[src/rtl/uart_pkg.sv]
// Shared UART definitions: FSM state encoding and frame-format constants,
// used by both the transmitter and the receiver.
package uart_pkg;

   typedef enum logic [2:0] {
      S_IDLE   = 3'd0,
      S_START  = 3'd1,
      S_DATA   = 3'd2,
      S_PARITY = 3'd3,
      S_STOP   = 3'd4,
      S_DONE   = 3'd5
   } uart_state_t;

   localparam bit   C_PARITY_EN   = 1'b1;
   localparam logic C_START_LEVEL = 1'b0;
   localparam logic C_STOP_LEVEL  = 1'b1;
   localparam logic C_IDLE_LEVEL  = 1'b1;

   // The line is occupied from the start bit through the stop bit.
   function automatic logic f_is_busy(input uart_state_t s);
      return (s == S_START) || (s == S_DATA) || (s == S_PARITY) || (s == S_STOP);
   endfunction

endpackage

[src/rtl/uart_bit_timer.sv]
// Bit-period counter: counts 0..CLKS_PER_BIT-1 while run is high and flags
// the last cycle of each serial bit.
module uart_bit_timer #(
   parameter int CLKS_PER_BIT = 4
) (
   input  logic clk,
   input  logic rst_n,
   input  logic run,
   output logic bit_tick
);

   localparam int CW = (CLKS_PER_BIT > 1) ? $clog2(CLKS_PER_BIT) : 1;
   localparam logic [CW-1:0] LAST = CW'(CLKS_PER_BIT - 1);

   logic [CW-1:0] r_count;

   // Held at zero whenever the line is idle so every frame starts phase-aligned.
   always_ff @(posedge clk) begin
      if (!rst_n || !run) begin
         r_count <= '0;
      end else if (r_count == LAST) begin
         r_count <= '0;
      end else begin
         r_count <= r_count + 1'b1;
      end
   end

   assign bit_tick = run && (r_count == LAST);

endmodule

[src/rtl/uart_transmitter.sv]
// UART transmitter: start bit, WIDTH data bits LSB first, optional even
// parity, one stop bit, then a one-cycle done pulse.
module uart_transmitter
   import uart_pkg::*;
#(
   parameter int WIDTH        = 8,
   parameter int CLKS_PER_BIT = 4,
   parameter int PARITY_EN    = int'(C_PARITY_EN)
) (
   input  logic             clk,
   input  logic             rst_n,
   input  logic             tx_en,
   input  logic             tx_start,
   input  logic [WIDTH-1:0] tx_data,
   output logic             tx_out,
   output logic             busy,
   output logic             done
);

   localparam int BW = (WIDTH > 1) ? $clog2(WIDTH) : 1;
   localparam logic [BW-1:0] LAST_BIT = BW'(WIDTH - 1);

   uart_state_t      r_state, w_state_next;
   logic [WIDTH-1:0] r_shift, w_shift_next;
   logic [BW-1:0]    r_bit_cnt, w_bit_cnt_next;
   logic             r_parity, w_parity_next;
   logic             r_tx_out, w_tx_out_next;
   logic             w_accept;
   logic             w_run;
   logic             w_bit_tick;

   assign w_accept = (r_state == S_IDLE) && tx_en && tx_start;
   assign w_run    = f_is_busy(r_state);

   uart_bit_timer #(
      .CLKS_PER_BIT(CLKS_PER_BIT)
   ) u_bit_timer (
      .clk     (clk),
      .rst_n   (rst_n),
      .run     (w_run),
      .bit_tick(w_bit_tick)
   );

   always_comb begin
      w_state_next   = r_state;
      w_shift_next   = r_shift;
      w_bit_cnt_next = r_bit_cnt;
      w_parity_next  = r_parity;
      case (r_state)
         S_IDLE: begin
            if (w_accept) begin
               w_state_next   = S_START;
               w_shift_next   = tx_data;
               w_parity_next  = ^tx_data;
               w_bit_cnt_next = '0;
            end
         end
         S_START: begin
            if (w_bit_tick) w_state_next = S_DATA;
         end
         S_DATA: begin
            if (w_bit_tick) begin
               w_shift_next = r_shift >> 1;
               if (r_bit_cnt == LAST_BIT) begin
                  w_bit_cnt_next = '0;
                  w_state_next   = (PARITY_EN != 0) ? S_PARITY : S_STOP;
               end else begin
                  w_bit_cnt_next = r_bit_cnt + 1'b1;
               end
            end
         end
         S_PARITY: begin
            if (w_bit_tick) w_state_next = S_STOP;
         end
         S_STOP: begin
            if (w_bit_tick) w_state_next = S_DONE;
         end
         S_DONE:  w_state_next = S_IDLE;
         default: w_state_next = S_IDLE;
      endcase
   end

   // The line level is decided from the upcoming state so the registered
   // output changes on the same edge as the state it belongs to.
   always_comb begin
      w_tx_out_next = C_IDLE_LEVEL;
      case (w_state_next)
         S_START:  w_tx_out_next = C_START_LEVEL;
         S_DATA:   w_tx_out_next = w_shift_next[0];
         S_PARITY: w_tx_out_next = w_parity_next;
         S_STOP:   w_tx_out_next = C_STOP_LEVEL;
         default:  w_tx_out_next = C_IDLE_LEVEL;
      endcase
   end

   always_ff @(posedge clk) begin
      if (!rst_n) begin
         r_state   <= S_IDLE;
         r_shift   <= '0;
         r_bit_cnt <= '0;
         r_parity  <= 1'b0;
         r_tx_out  <= C_IDLE_LEVEL;
      end else begin
         r_state   <= w_state_next;
         r_shift   <= w_shift_next;
         r_bit_cnt <= w_bit_cnt_next;
         r_parity  <= w_parity_next;
         r_tx_out  <= w_tx_out_next;
      end
   end

   assign tx_out = r_tx_out;
   assign busy   = f_is_busy(r_state);
   assign done   = (r_state == S_DONE);

endmodule

[config.mk]
export PLATFORM = sky130hd
export DESIGN_NAME = uart_transmitter
export DESIGN_NICKNAME = d
export VERILOG_FILES = /design/src/rtl/uart_pkg.sv /design/src/rtl/uart_bit_timer.sv /design/src/rtl/uart_transmitter.sv
export SDC_FILE = /design/constraint.sdc
export NUM_CORES = 1
export LEC_CHECK = 0
export CAP_MARGIN = 10
export CORE_MARGIN = 1.5
export CORE_UTILIZATION = 40
export CTS_CLUSTER_DIAMETER = 100
export DETAILED_ROUTE_END_ITERATION = 8
export PLACE_DENSITY = 0.59
export REMOVE_ABC_BUFFERS = 1
export SYNTH_ARGS = -nofsm -noshare
export SYNTH_HDL_FRONTEND = slang
export SYNTH_SLANG_ARGS = --single-unit
export TNS_END_PERCENT = 10
[constraint.sdc]
create_clock -name clk -period 4.1 [get_ports clk]
set_input_delay 0.82 -clock clk [delete_from_list [all_inputs] [get_ports clk]]
set_output_delay 0.82 -clock clk [all_outputs]
set_load 0.01 [all_outputs]
### After elaboration in Yosys (flattened, before gate mapping)

Cells that the tools add are included.

* $add $sub $neg: 2
* equality and inequality tests: 12
* muxes and demuxes: 17
* reduce and logical (&&, ||, !) cells: 14

Operators by type and width (count)
* $mux W3: 9
* $mux W8: 2
* $pmux W8 S2: 1
* $pmux W3 S5: 1
* $eq A3 B2 Y1 const B: 4
* $eq A3 B3 Y1 const B: 3
* $reduce_xor A8 Y1: 1
* $eq A3 B1 Y1 const B: 2
* $pmux W3 S2: 1
* $logic_or A1 B1 Y1: 4
* $add A3 B1 Y3 const B: 1
* $logic_and A1 B1 Y1: 3
* $logic_not A3 Y1: 1
* $pmux W1 S3: 1
* $reduce_and A3 Y1: 1
* $add A2 B1 Y2 const B: 1
* $eq A2 B2 Y1 const B: 1
* $logic_not A1 Y1: 2
* $mux W1: 2
* $ne A2 B1 Y1 const B: 1
* $ne A2 B2 Y1 const B: 1
* $reduce_bool A2 Y1: 1
* $reduce_or A2 Y1: 1

* register bits after elaboration: 18
* bits of input ports: 12
* output and inout port bits: 3
* logic and storage cells: 52

### Depth between registers and ports, before layout

Gate-level depths: netlist (run 1).

* depth after elaboration: 9
* mapped depth: 7
* gate-level depth less buffers: 7

### By module

From an unflattened synthesis (run 1), not the netlist that was laid out.

* cells, all modules: 105
* area, all modules: 963.4 um2

By module, submodules not included
* uart_transmitter: instances 1, cells an instance 99, area an instance 879.6 um2, seq. area each 320.3 um2
* uart_bit_timer: instances 1, cells an instance 6, area an instance 83.8 um2, seq. area each 40.0 um2

### Least setup slack after synthesis (run 1)

No wires, ideal clock.

* kind: reg2out
* start point: register r_state[1]
* end point: output busy
* arrival: 0.878 ns
* required time: 3.280 ns
* slack: 2.402 ns
* cell stages (with the launch flop): 4
* path buffers: 1
* cells stage by stage: dfxtp_1 buf_2 nor2_1 xnor2_1

* cells in the longest elaborated chain, start to end: 4
* elaborated cells between the ends (all ways): 7
* those cells by class: eq/ne (4); reduce/logical (3)

RTL lines
* start: declaration: line uart_transmitter.sv:23 `uart_state_t r_state, w_state_next;`
* start signal: assignment: line uart_transmitter.sv:104 `r_state <= w_state_next;`
* $eq A3 B1 Y1 or $eq A3 B2 Y1 (tied branches): line uart_pkg.sv:21 `return (s == S_START) || (s == S_DATA) || (s == S_PARITY) || (s == S_STOP);`
* $logic_or A1 B1 Y1 (2 in a row): line uart_pkg.sv:21
* $logic_or A1 B1 Y1 (*): line uart_pkg.sv:21
* end: declaration: line uart_transmitter.sv:16 `output logic busy,`

Every way passes the cells marked *; elsewhere a longest branch is shown, timed or not.

### Worst setup path after layout (run 1)

* start point: register r_state[0]
* end point: output busy

Same word-level chain as after synthesis.

==> results of run 1 <==
kinds of logic (layout without fill, tap and decap cells):
logic type | after synthesis | after routing | synth area share [%]
XOR/XNOR | 8 | 8 | 7.46
AND/OR/NAND/NOR | 38 | 38 | 25.0
buffers and inverters | 9 | 20 | 5.99
flip-flops | 18 | 18 | 38.3
multiplexers | 1 | 1 | 1.07
adder cells (fa/ha/maj) | 3 | 3 | 4.00
AO/OA/AOI/OAI | 27 | 27 | 18.1
path summary, 6_finish.rpt:
check                                             from                     end  slack, ps
worst max-delay path                        r_state[0]                    busy       1380
worst min-delay path            u_bit_timer.r_count[0]  u_bit_timer.r_count[0]        440
worst max register to register  u_bit_timer.r_count[0]                  tx_out       2230
worst min register to register  u_bit_timer.r_count[0]  u_bit_timer.r_count[0]        440
routing by layer:
layer	track usage [%]	vias to the layer above	wire, um
li1	-	393	-
met1	21.1	362	916
met2	25.4	13	894
met3	3.80	5	67
met4	7.89	0	35
met5	0	-	0
where the power goes:
part	total (W)	internal [W]	switching (W)
Combinational	0.0000562	0.0000298	0.0000264
Clock	0.000109	0.0000541	0.0000551
Sequential	0.000187	0.000182	0.00000521
registers in the layout, indices dropped and copies added (netlist names):
name	flops
r_shift	8
r_bit_cnt	3
r_state	3
u_bit_timer.r_count	2
r_parity	1
tx_out	1
metrics by stage:
step | worst slack, ps | instance area (um^2) | total power [W] | hold WS [ps] | std cells
2_1_floorplan | 2310 | 891 | 0.000224 | 405 | 97
3_3_place_gp | 1780 | 1070 | 0.000246 | 428 | 139
3_5_place_dp | 1720 | 1070 | 0.000247 | 424 | 139
4_1_cts | 1360 | 1100 | 0.000358 | 440 | 143
5_1_grt | 1240 | 1100 | 0.000372 | 471 | 143
6_report | 1380 | 1100 | 0.000352 | 436 | 143
critical path: stages (launching register included):
cell and delay [ps]:
dfxtp_1 600, nor2_1 180, xnor2_1 250, clkdlybuf4s50_1 580
final cells by class:
cell class / count / area share, %
clock buffers: 4 / 3.29
inverters: 2 / 0.681
multi-input cells: 77 / 47.4
flip-flops and latches: 18 / 32.7
well taps: 28 / 3.18
repair buffers: 14 / 12.7
cells in the final DEF (no fill, tap or decap), types with 2 or more instances in the layout:
master           count
nand4_1              5
a22oi_1              6
nand4b_1             2
a21oi_1             15
inv_1                2
nand2_1             11
clkbuf_4             3
nor2_1               7
clkdlybuf4s50_1     14
dfxtp_1             18
ha_1                 3
nor2b_1              2
xnor2_1              7
==> flow_summary.ini, run 1 <==
[final_layout]
synthToLayoutAreaGrowth_pct = 17.3
fillCellCount = 233
layout-drive-gt1-share_pct = 6.96
antenna_cells = 0
seq_area_um2 = 360
fin_util_pct = 49.8
finalNetCount = 131
multi_input_area_um2 = 523

[global_route]
grt_pass1_wl_um = 3100
first_global_vias = 703
track_usage_pct = 16.3
grt_max_degree = 17
grt_antenna_before_repair = 0
gr-total-overflow = 0

[detailed_routing]
wl_per_cell_um = 13.4
remaining_drc_errors = 0
drt_iter0_markers = 16
first_pass_iters = 4
via_count = 773
ant_nets = 0
viasPerCell = 5.41
wl_um = 1910

[floorplan]
row_count = 17
ios = 15
die_area_mm2 = 0.00265
core_mm2 = 0.00221
initial_utilization_pct = 42.5
die_y_um = 51.5
die_x_um = 51.5

[clocking]
cts_buffer_depth = 2
cts_tree = done
ctsHoldBuffers = 0
cts_setup_buffers = 0
worstSkewPairLatency_ps = 290
clkSinkCount = 18
path_clk_slew_ps = 100
cts_resized = 0
cts_root_buffer = clkbuf_4
cts-buffers-inserted = 3
htree_levels = 1

[worst_setup_path]
rr_worst_depth = 6
path_class = flop to output port
path_max_fanout = 10
cp-start-kind = flop
worst_setup_path_end_kind = output port
cp.required_ps = 3280
arrival_ps = 1900

[synth]
synthesis.instances = 104
seq_area_frac_synth_pct = 38.3
synthTopCellsByCount = 18 x dfxtp_1, 15 x a21oi_1, 11 x nand2_1, 7 x nor2_1, 7 x xnor2_1
syn-cell-area_um2 = 940
yosysMostFrequentCell = dfxtp_1
ys_async_sr_fraction_pct = 0
yosysWarnings = 0
synth_seq_cells = 18
synth.top_cell.area_share_pct = 38.3
ys_top_cells_by_area = dfxtp_1 38%, a21oi_1 8.0%, xnor2_1 6.5%
synth_flop_cell = dfxtp_1
synth_area_per_cell_um2 = 9.04
synth_edf_count = 0
synth_cell_types = 34
yosys.area.top_type = dfxtp_1

[place]
io_buffers = 14
place_hpwl_um = 1370
gp_congestion = 0.743

[sta]
setup_viol = 0
setup_tns_ps = 0
fmax_ghz = 0.367
fin_skew_ps = 0.980
fin_crit_ps = 2720
rsz0062_at_grt = false
slew_violations = 0
min_period_over_period_pct = 66.4
worst_pin_slew_ps = 576
slew_headroom_pct = 61.3
final_hold_viol_count = 0

[hold_path]
whs_path_depth = 1
hp-class = flop to flop

[pwr]
leakagePower_nw = 0.387
powerDensity_mw_per_mm2 = 320
ir_worst_vdd_mv = 0.171

[flow_run]
cap_violations = 0

[run_status]
status = finished, final reports clean
Power figures use the tool's default switching activity.
==> inputs of run 2 (changes only) <==
Settings changed: PLACE_DENSITY 0.59 to 0.62.
Clock period 4.1 ns to 2.4 ns, I/O delays scaled along.
==> flow_summary.ini, run 2 (synthesis results as in run 1) <==
[run_status]
status = finished, final reports clean

[clocking]
cts_tree = done
htree_levels = 1
path_clk_slew_ps = 110
clkSinkCount = 18
cts_root_buffer = clkbuf_4
worstSkewPairLatency_ps = 300
cts_buffer_depth = 2
cts-buffers-inserted = 3

[sta]
slew_headroom_pct = 64.4
worst_pin_slew_ps = 533
min_period_over_period_pct = 91.6
post-route-worst-setup-slack_ps = 201
fin_crit_ps = 2200
fmax_ghz = 0.455
fin_skew_ps = 3.33
setup_tns_ps = 0
slew_violations = 0
final_hold_viol_count = 0
rsz0062_at_grt = false
setup_viol = 0

[floorplan]
initial_utilization_pct = 42.5
ios = 15
die_area_mm2 = 0.00265
die_x_um = 51.5
row_count = 17
core_mm2 = 0.00221
die_y_um = 51.5

[worst_setup_path]
path_class = flop to output port
slowest_delay_ps = 630
rr_worst_depth = 6
path_cells = xnor2_1 > clkdlybuf4s50_1
cp_slowest_cell = dfxtp_1
worst_setup_path_end_kind = output port
cp-start-kind = flop
arrival_ps = 1720
cp.required_ps = 1920
path_max_fanout = 10

[final_layout]
finalNetCount = 131
layout-drive-gt1-share_pct = 8.70
fin_util_pct = 49.9
mostFrequentLayoutCell = dfxtp_1
largest_reg_flops = 8
largest-register = r_shift
final_cell_mix = 16 x dfxtp_1, 15 x a21oi_1, 14 x clkdlybuf4s50_1
top_regs = r_shift (8), r_bit_cnt (3), r_state (3)
synthToLayoutAreaGrowth_pct = 17.6
antenna_cells = 0
stdcell_count = 143

[place]
dp_cells = 139
place_hpwl_um = 1290
gp_congestion = 0.752
pre_cts_slack_ps = 382
io_buffers = 14

[detailed_routing]
drt_iter0_markers = 9
remaining_drc_errors = 0
wl_per_cell_um = 12.8
ant_nets = 0
first_pass_iters = 4
viasPerCell = 5.47
wl_um = 1830
via_count = 782

[hold_path]
hp-class = flop to flop
whs_path_depth = 1

[global_route]
use_met1_pct = 19.6
grt_antenna_before_repair = 0
track_usage_pct = 16.2
grt_pass1_wl_um = 3120
first_global_vias = 697
grt_util_met2_pct = 25.0
grt_busiest_layer = met2
grt_max_degree = 17
grt_util_met3_pct = 6.43
gr-total-overflow = 0

[pwr]
powerDensity_mw_per_mm2 = 548
leakagePower_nw = 0.388
ir_worst_vdd_mv = 0.369

[flow_run]
cap_violations = 0
[run 2: through the flow]
stage	total power (W)	hold slack, ps	cell area [um^2]
6_report	0.000606	451	1100
5_1_grt	0.000644	460	1100
4_1_cts	0.000616	446	1100
3_5_place_dp	0.000421	429	1070
3_3_place_gp	0.000420	430	1070
2_1_floorplan	0.000382	405	891
[run 2: per-layer routing]
layer  vias up  share of wire [%]
li1        397                  -
met1       368                 49
met5         -                  0
met4         0                1.9
met2        13                 45
met3         4                4.4
[run 2: worst max-delay path, delay by kind of cell, from the launching register on]
kind      cells  cell delay [ps]
flops         1              630
buf+inv       1              580
xor+xnor      1              210
[run 2: path summary, 6_finish.rpt]
path / start / end / slack, ps
setup / recovery: r_state[2] / busy / 200
hold / removal: u_bit_timer.r_count[0] / u_bit_timer.r_count[0] / 450
setup reg to reg: u_bit_timer.r_count[0] / tx_out / 600
hold reg to reg: u_bit_timer.r_count[0] / u_bit_timer.r_count[0] / 450
[run 2: where the power goes]
part / internal, W / switching, W
Sequential: 0.000311 / 0.00000882
Combinational: 0.0000509 / 0.0000437
Clock: 0.0000925 / 0.0000988
Total: 0.000454 / 0.000151
[run 2: final cells by class]
| type | count | area, um^2 |
|---|---|---|
| multi-input combinational | 77 | 523 |
| sequential | 18 | 363 |
| clock buffer | 4 | 36.3 |
| tap | 28 | 35.0 |
| timing repair buffer | 14 | 140 |
| inverter | 2 | 7.51 |
| fill | 224 | 1110 |
[run 2: what timing repair did]
action	4_1_cts	5_1_grt
endpoints found under the setup margin	0	1
setup buffers	0	0
hold buffers	0	0
resized for setup	0	2
==> inputs of run 3 (changes only) <==
Settings changed: SKIP_CTS_REPAIR_TIMING from default to 1.
==> results of run 3 <==
Final layout, timing and power as in run 2 (identical DEF).
